--- src/rtl/gate_access_sched.sv ---
// gate_access_sched
//   Scheduler for one shared parking gate fed by two PIN keypads.
//   Requests are arbitrated round-robin. The winning keypad's PIN is checked
//   against the stored password. The gate opens on a match and closes when a
//   vehicle passes or the open timer expires. Wrong PINs are counted per
//   keypad. Reaching MAX_TRIES, or a tailgating event, locks the gate out for
//   LOCK_CYC cycles.
//
//   Compile-time option:
//     STICKY_ALARM_EN  When defined, wrong_pin_alarm latches on any mismatch.
//                      It clears on the next correct PIN (from either keypad),
//                      when a lockout ends, or on reset. When undefined, it is
//                      a one-cycle pulse on each mismatch.
//
//   Ports:
//     clk              system clock, rising edge
//     rst              asynchronous active-low reset
//     req[1:0]         per-keypad request level, held until ack
//     pin0, pin1       keypad PINs, stable while the matching req bit is high
//     rghtpss          correct password
//     s01              vehicle-present sensor at the gate
//     s02              vehicle-passed sensor beyond the gate
//     grant[1:0]       one-hot gate owner, 0 when free
//     ack[1:0]         one-cycle pulse to the owner when its PIN check completes
//     pin_ok           qualifies ack: 1 = PIN matched
//     gate             1 = gate open
//     wrong_pin_alarm  wrong-PIN indication
//     lock_alarm       lockout / tailgating alarm
//   All outputs are registered.

module gate_access_sched #(
  parameter int PIN_W     = 16,
  parameter int MAX_TRIES = 3,
  parameter int OPEN_CYC  = 8,
  parameter int LOCK_CYC  = 16
) (
  input  logic             clk,
  input  logic             rst,
  input  logic [1:0]       req,
  input  logic [PIN_W-1:0] pin0,
  input  logic [PIN_W-1:0] pin1,
  input  logic [PIN_W-1:0] rghtpss,
  input  logic             s01,
  input  logic             s02,
  output logic [1:0]       grant,
  output logic [1:0]       ack,
  output logic             pin_ok,
  output logic             gate,
  output logic             wrong_pin_alarm,
  output logic             lock_alarm
);

`ifdef STICKY_ALARM_EN
  localparam bit STICKY = 1'b1;
`else
  localparam bit STICKY = 1'b0;
`endif

  localparam int TRW = (MAX_TRIES > 0) ? $clog2(MAX_TRIES + 1) : 1;
  localparam int TW  = (OPEN_CYC  > 1) ? $clog2(OPEN_CYC)      : 1;
  localparam int LW  = (LOCK_CYC  > 1) ? $clog2(LOCK_CYC)      : 1;

  typedef enum logic [1:0] {
    IDLE,
    CHECK,
    OPEN,
    LOCKED
  } state_e;

  state_e           state_q, state_d;
  logic [1:0]       grant_q, grant_d;
  logic [1:0]       ack_q, ack_d;
  logic             pin_ok_q, pin_ok_d;
  logic             gate_q, gate_d;
  logic             wpa_q, wpa_d;
  logic             lock_q, lock_d;
  logic             owner_q, owner_d;     // index of the current gate owner
  logic             rr_q, rr_d;           // keypad preferred when both request
  logic             tail_q, tail_d;       // current lockout came from tailgating
  logic [TRW-1:0]   try0_q, try0_d;
  logic [TRW-1:0]   try1_q, try1_d;
  logic [TW-1:0]    timer_q, timer_d;
  logic [LW-1:0]    lcnt_q, lcnt_d;

  // Shared decode used by both combinational processes
  logic             pick;
  logic [PIN_W-1:0] sel_pin;
  logic             pin_match;
  logic [TRW-1:0]   try_cur;
  logic [TRW-1:0]   try_inc;
  logic             hit_max;
  logic             timer_done;
  logic             lock_done;

  // Single request: that keypad wins. Both: the round-robin pointer decides.
  assign pick       = (req == 2'b11) ? rr_q : req[1];
  assign sel_pin    = owner_q ? pin1 : pin0;
  assign pin_match  = (sel_pin == rghtpss);
  assign try_cur    = owner_q ? try1_q : try0_q;
  assign try_inc    = (try_cur == TRW'(MAX_TRIES)) ? try_cur : try_cur + TRW'(1);
  assign hit_max    = (try_inc == TRW'(MAX_TRIES));
  assign timer_done = (timer_q == TW'(OPEN_CYC - 1));
  assign lock_done  = (lcnt_q == LW'(LOCK_CYC - 1));

  // State and output registers
  always_ff @(posedge clk or negedge rst) begin
    if (!rst) begin
      state_q <= IDLE;
      grant_q <= '0;
      ack_q   <= '0;
      pin_ok_q <= 1'b0;
      gate_q  <= 1'b0;
      wpa_q   <= 1'b0;
      lock_q  <= 1'b0;
      owner_q <= 1'b0;
      rr_q    <= 1'b0;
      tail_q  <= 1'b0;
      try0_q  <= '0;
      try1_q  <= '0;
      timer_q <= '0;
      lcnt_q  <= '0;
    end else begin
      state_q <= state_d;
      grant_q <= grant_d;
      ack_q   <= ack_d;
      pin_ok_q <= pin_ok_d;
      gate_q  <= gate_d;
      wpa_q   <= wpa_d;
      lock_q  <= lock_d;
      owner_q <= owner_d;
      rr_q    <= rr_d;
      tail_q  <= tail_d;
      try0_q  <= try0_d;
      try1_q  <= try1_d;
      timer_q <= timer_d;
      lcnt_q  <= lcnt_d;
    end
  end

  // Next-state logic
  always_comb begin
    state_d = state_q;
    unique case (state_q)
      IDLE: begin
        if (req != 2'b00) state_d = CHECK;
      end
      CHECK: begin
        if (pin_match)    state_d = OPEN;
        else if (hit_max) state_d = LOCKED;
        else              state_d = IDLE;
      end
      OPEN: begin
        if (s01 && s02)              state_d = LOCKED;
        else if (s02)                state_d = IDLE;
        else if (!s01 && timer_done) state_d = IDLE;
      end
      LOCKED: begin
        if (lock_done) state_d = IDLE;
      end
      default: state_d = IDLE;
    endcase
  end

  // Registered-output and datapath next values
  always_comb begin
    grant_d  = grant_q;
    ack_d    = '0;
    pin_ok_d = 1'b0;
    gate_d   = gate_q;
    wpa_d    = STICKY ? wpa_q : 1'b0;
    lock_d   = lock_q;
    owner_d  = owner_q;
    rr_d     = rr_q;
    tail_d   = tail_q;
    try0_d   = try0_q;
    try1_d   = try1_q;
    timer_d  = timer_q;
    lcnt_d   = lcnt_q;

    unique case (state_q)
      IDLE: begin
        gate_d  = 1'b0;
        lock_d  = 1'b0;
        grant_d = '0;
        if (req != 2'b00) begin
          owner_d = pick;
          grant_d = pick ? 2'b10 : 2'b01;
          rr_d    = ~pick;
        end
      end

      CHECK: begin
        ack_d   = grant_q;
        timer_d = '0;
        lcnt_d  = '0;
        if (pin_match) begin
          pin_ok_d = 1'b1;
          gate_d   = 1'b1;
          wpa_d    = 1'b0;
          if (owner_q) try1_d = '0;
          else         try0_d = '0;
        end else begin
          wpa_d   = 1'b1;
          grant_d = '0;
          if (owner_q) try1_d = try_inc;
          else         try0_d = try_inc;
          if (hit_max) begin
            lock_d = 1'b1;
            tail_d = 1'b0;
          end
        end
      end

      OPEN: begin
        // Priority matters: tailgating beats a clean pass, which beats timeout.
        if (s01 && s02) begin
          gate_d  = 1'b0;
          grant_d = '0;
          lock_d  = 1'b1;
          tail_d  = 1'b1;
          lcnt_d  = '0;
        end else if (s02) begin
          gate_d  = 1'b0;
          grant_d = '0;
        end else if (s01) begin
          timer_d = '0;
        end else if (timer_done) begin
          gate_d  = 1'b0;
          grant_d = '0;
        end else begin
          timer_d = timer_q + TW'(1);
        end
      end

      LOCKED: begin
        gate_d  = 1'b0;
        grant_d = '0;
        if (lock_done) begin
          lock_d = 1'b0;
          wpa_d  = 1'b0;
          // A tailgating lockout leaves both try counters untouched.
          if (!tail_q) begin
            if (owner_q) try1_d = '0;
            else         try0_d = '0;
          end
        end else begin
          lcnt_d = lcnt_q + LW'(1);
        end
      end

      default: begin
        gate_d  = 1'b0;
        grant_d = '0;
      end
    endcase
  end

  assign grant           = grant_q;
  assign ack             = ack_q;
  assign pin_ok          = pin_ok_q;
  assign gate            = gate_q;
  assign wrong_pin_alarm = wpa_q;
  assign lock_alarm      = lock_q;

endmodule

--- config.mk ---
export PLATFORM = sky130hd
export DESIGN_NAME = gate_access_sched
export DESIGN_NICKNAME = d
export VERILOG_FILES = /design/src/rtl/gate_access_sched.sv
export SDC_FILE = /design/constraint.sdc
export NUM_CORES = 1
export LEC_CHECK = 0
export CAP_MARGIN = 25
export CORE_ASPECT_RATIO = 1.2
export CORE_MARGIN = 2
export CORE_UTILIZATION = 45
export CTS_BUF_LIST = sky130_fd_sc_hd__clkbuf_2
export DETAILED_ROUTE_END_ITERATION = 12
export PLACE_DENSITY = 0.86
export SYNTH_ARGS = -nofsm -noshare
export SYNTH_HDL_FRONTEND = slang
export SYNTH_SLANG_ARGS = --single-unit
--- constraint.sdc ---
create_clock -name clk -period 6.4 [get_ports clk]
set_clock_uncertainty 0.1 [all_clocks]
set_input_delay 0.96 -clock clk [delete_from_list [all_inputs] [get_ports clk]]
set_output_delay 0.96 -clock clk [all_outputs]
set_load 0.02 [all_outputs]
==> results.cfg <==
[global_route]
antenna_found_initial = 0
grt_pass1_wl_um = 6240
grt_use_met2 = 0.331
grtUsageTotal = 0.191
grtUsageMet3 = 0.0402
grt_pass1_vias = 1474
grt_busiest_layer = met2
grt.overflow.total = 0
grt_max_degree = 24
use_met1 = 0.219

[logic_synthesis]
ys_async_sr_fraction = 1.00
ys_warn_count = 0
syn_inst = 173
netlist_area_sq_um = 1670
synthTopCellsByArea = dfrtp_1 (36%), mux2i_1 (11%), xnor2_1 (8.4%), ha_1 (6.0%), a21oi_1 (3.9%)
synth.net_count = 235
synth_ff_type = dfrtp_1
yosysTopAreaCell = dfrtp_1
synth-seq-cells = 24
seq_area_frac_synth = 0.360
synth.avg_cell_area_sq_um = 9.65
yosysTopAreaCellShare = 0.360
synth_cell_type_count = 38
synth_edf_count = 0

[run_status]
status = completed

[die]
num_rows = 24
chipWidth_um = 59.6
die-height_um = 70.7
ios = 62
initial_core_util = 0.463
dieArea_sq_um = 4210
core-area_sq_um = 3600

[finish]
fillCellCount = 285
layout.nets = 297
syn_to_final_growth_pct = 41.2
multi_input_area_sq_um = 991
layoutNonFillerInstCount = 273
drive_gt1_frac = 0.0513
n_antenna_cell = 0
register_area_sq_um = 601

[placement]
port_buffers = 61
hpwl_um = 2990
dp.cells = 269
dp_slack_ps = 3090
gp_congestion = 0.778

[sta]
tns_ps = 0
finalCritPeriodShare = 0.485
layout_setup_ws_ps = 3300
slew_viol_final = 0
worstMarginPinSlew_ps = 1010
rsz0062_at_grt = no
finalHoldViolCount = 0
fin_crit_ps = 3100
fmax_mhz = 322
setup_violations = 0
max-slew-margin-rel = 0.329

[route]
detail-route-antenna-nets = 0
drt_iter0_drc = 38
drt-vias-per-instance = 5.57
drc_errors = 0
wl_per_cell_um = 13.5
num_vias = 1520
routed_wl_um = 3690
dr.pass1.iters = 7

[min_path]
hp-start = grant[0]$_DFFE_PN0P_
hold_class = flop to flop
holdPathStages = 2
holdPathEnd = ack[0]$_DFF_PN0_

[clock_network]
tritoncts = built
h-tree-depth = 1
cts_max_path_buffers = 2
cts_setup_buffers = 0
cts-resized-gates = 0
cts.sinks = 24
cts_hold_buf = 0
cts_root_buf = clkbuf_2
clock_latency_ps = 360
cts-buffers-inserted = 3
path_clk_slew_ps = 240

[power]
seq_power_share = 0.332
power_density_nw_per_um2 = 321
pwr-share-comb = 0.533
switchingPower_mw = 0.310
leakagePower_nw = 1.02
cell_internal_pwr_mw = 0.447
clkPwrFrac = 0.135
peakVddDrop_uv = 134
sw_frac_of_total = 0.410

[job]
drv_cap = 0

[worst_setup_path]
cp_max_fo = 23
r2r_slack_ps = 3300
path_class = flop to flop
r2r_end = lock_alarm$_DFFE_PN0P_
arrival_ps = 3290
end_kind = flop
worstPathRequired_ps = 6580
reg2reg_from = owner_q$_DFFE_PN0P_
reg2reg_depth = 6
worstSetupStartpointType = flop
power groups by stage:
stage / logic (mW) / clock network (mW) / registers [mW]
2_1_floorplan: 0.312 / 0 / 0.239
3_3_place_gp: 0.393 / 0 / 0.255
3_5_place_dp: 0.403 / 0 / 0.255
4_1_cts: 0.406 / 0.103 / 0.252
5_1_grt: 0.450 / 0.108 / 0.260
6_report: 0.404 / 0.102 / 0.252
registers in the layout (all words and copies together) (netlist names):
register         cells
lcnt_q               4
tail_q               1
state_q              2
pin_ok               1
gate                 1
ack                  2
owner_q              1
grant                2
lock_alarm           1
wrong_pin_alarm      1
try0_q               2
timer_q              3
rr_q                 1
try1_q               2
cell families after synthesis:
group                    Yosys count  share of synthesized area
AO/OA/AOI/OAI                     42                      0.163
XOR/XNOR                          16                     0.0840
adder cells (fa/ha/maj)            8                     0.0600
buffers and inverters             14                     0.0465
flip-flops                        24                      0.360
multiplexers                      21                      0.127
AND/OR/NAND/NOR                   48                      0.159
cells in the mapped netlist, types with 2 or more instances:
cell      number
inv_1          8
a41oi_1        2
nor2b_1        2
nor4_2         3
a31oi_1        3
nand2_1       14
a22o_1         3
nand3_1        5
nor3b_1        2
mux2i_1       19
xnor2_1       16
clkbuf_1       2
and2_1         2
nand2b_1       3
or3_1          2
a21oi_1       13
ha_1           8
dfrtp_1       24
mux2_2         2
nor2_1        10
a32o_1         3
o21ai_0       11
cell type report:
| type | instances | share of cell area |
|---|---|---|
| Multi-Input combinational cell | 135 | 0.420 |
| Timing Repair Buffer | 62 | 0.271 |
| Clock buffer | 3 | 0.00637 |
| Inverter | 9 | 0.0143 |
| Tap cell | 39 | 0.0207 |
| Clock inverter | 1 | 0.0127 |
| Sequential cell | 24 | 0.255 |
worst max-delay path, stage by stage, from the launching register on:
cell,delay [ps]
dfrtp_1,1060
mux2i_1,320
xnor2_1,90
nor4_1,460
nand4_2,330
and4_1,280
or3_1,360
placed cells by master (no fill, tap or decap), types with 5 or more instances in the layout:
| cell | count |
|---|---|
| xnor2_1 | 16 |
| nor2_1 | 10 |
| a21oi_1 | 13 |
| dfrtp_1 | 24 |
| mux2i_1 | 19 |
| ha_1 | 8 |
| nand2_1 | 14 |
| nand3_1 | 5 |
| clkdlybuf4s50_1 | 61 |
| inv_1 | 8 |
| o21ai_0 | 11 |
metal layers:
| layer | routed length [um] | vias up |
|---|---|---|
| met4 | 87 | 0 |
| li1 | - | 748 |
| met3 | 249 | 7 |
| met1 | 1510 | 702 |
| met5 | 0 | - |
| met2 | 1840 | 63 |
worst max-delay path by stage:
stage,from,end,depth (start not counted)
after global routing,owner_q$_DFFE_PN0P_,lock_alarm$_DFFE_PN0P_,6
final,owner_q$_DFFE_PN0P_,lock_alarm$_DFFE_PN0P_,6
after CTS,owner_q$_DFFE_PN0P_,lock_alarm$_DFFE_PN0P_,6
after floorplan,pin1[6],lock_alarm$_DFFE_PN0P_,6
after global placement,pin1[6],lock_alarm$_DFFE_PN0P_,7
after detailed placement,pin1[6],lock_alarm$_DFFE_PN0P_,7
metrics by stage:
stage / hold slack [ps] / util / power, mW / area (sq um)
4_1_cts: 443 / 0.654 / 0.761 / 2360
3_3_place_gp: 393 / 0.634 / 0.648 / 2280
3_5_place_dp: 400 / 0.642 / 0.658 / 2310
5_1_grt: 465 / 0.654 / 0.819 / 2360
2_1_floorplan: 381 / - / 0.550 / 1670
6_report: 434 / 0.654 / 0.757 / 2360
(Power assumes the default switching activity.)
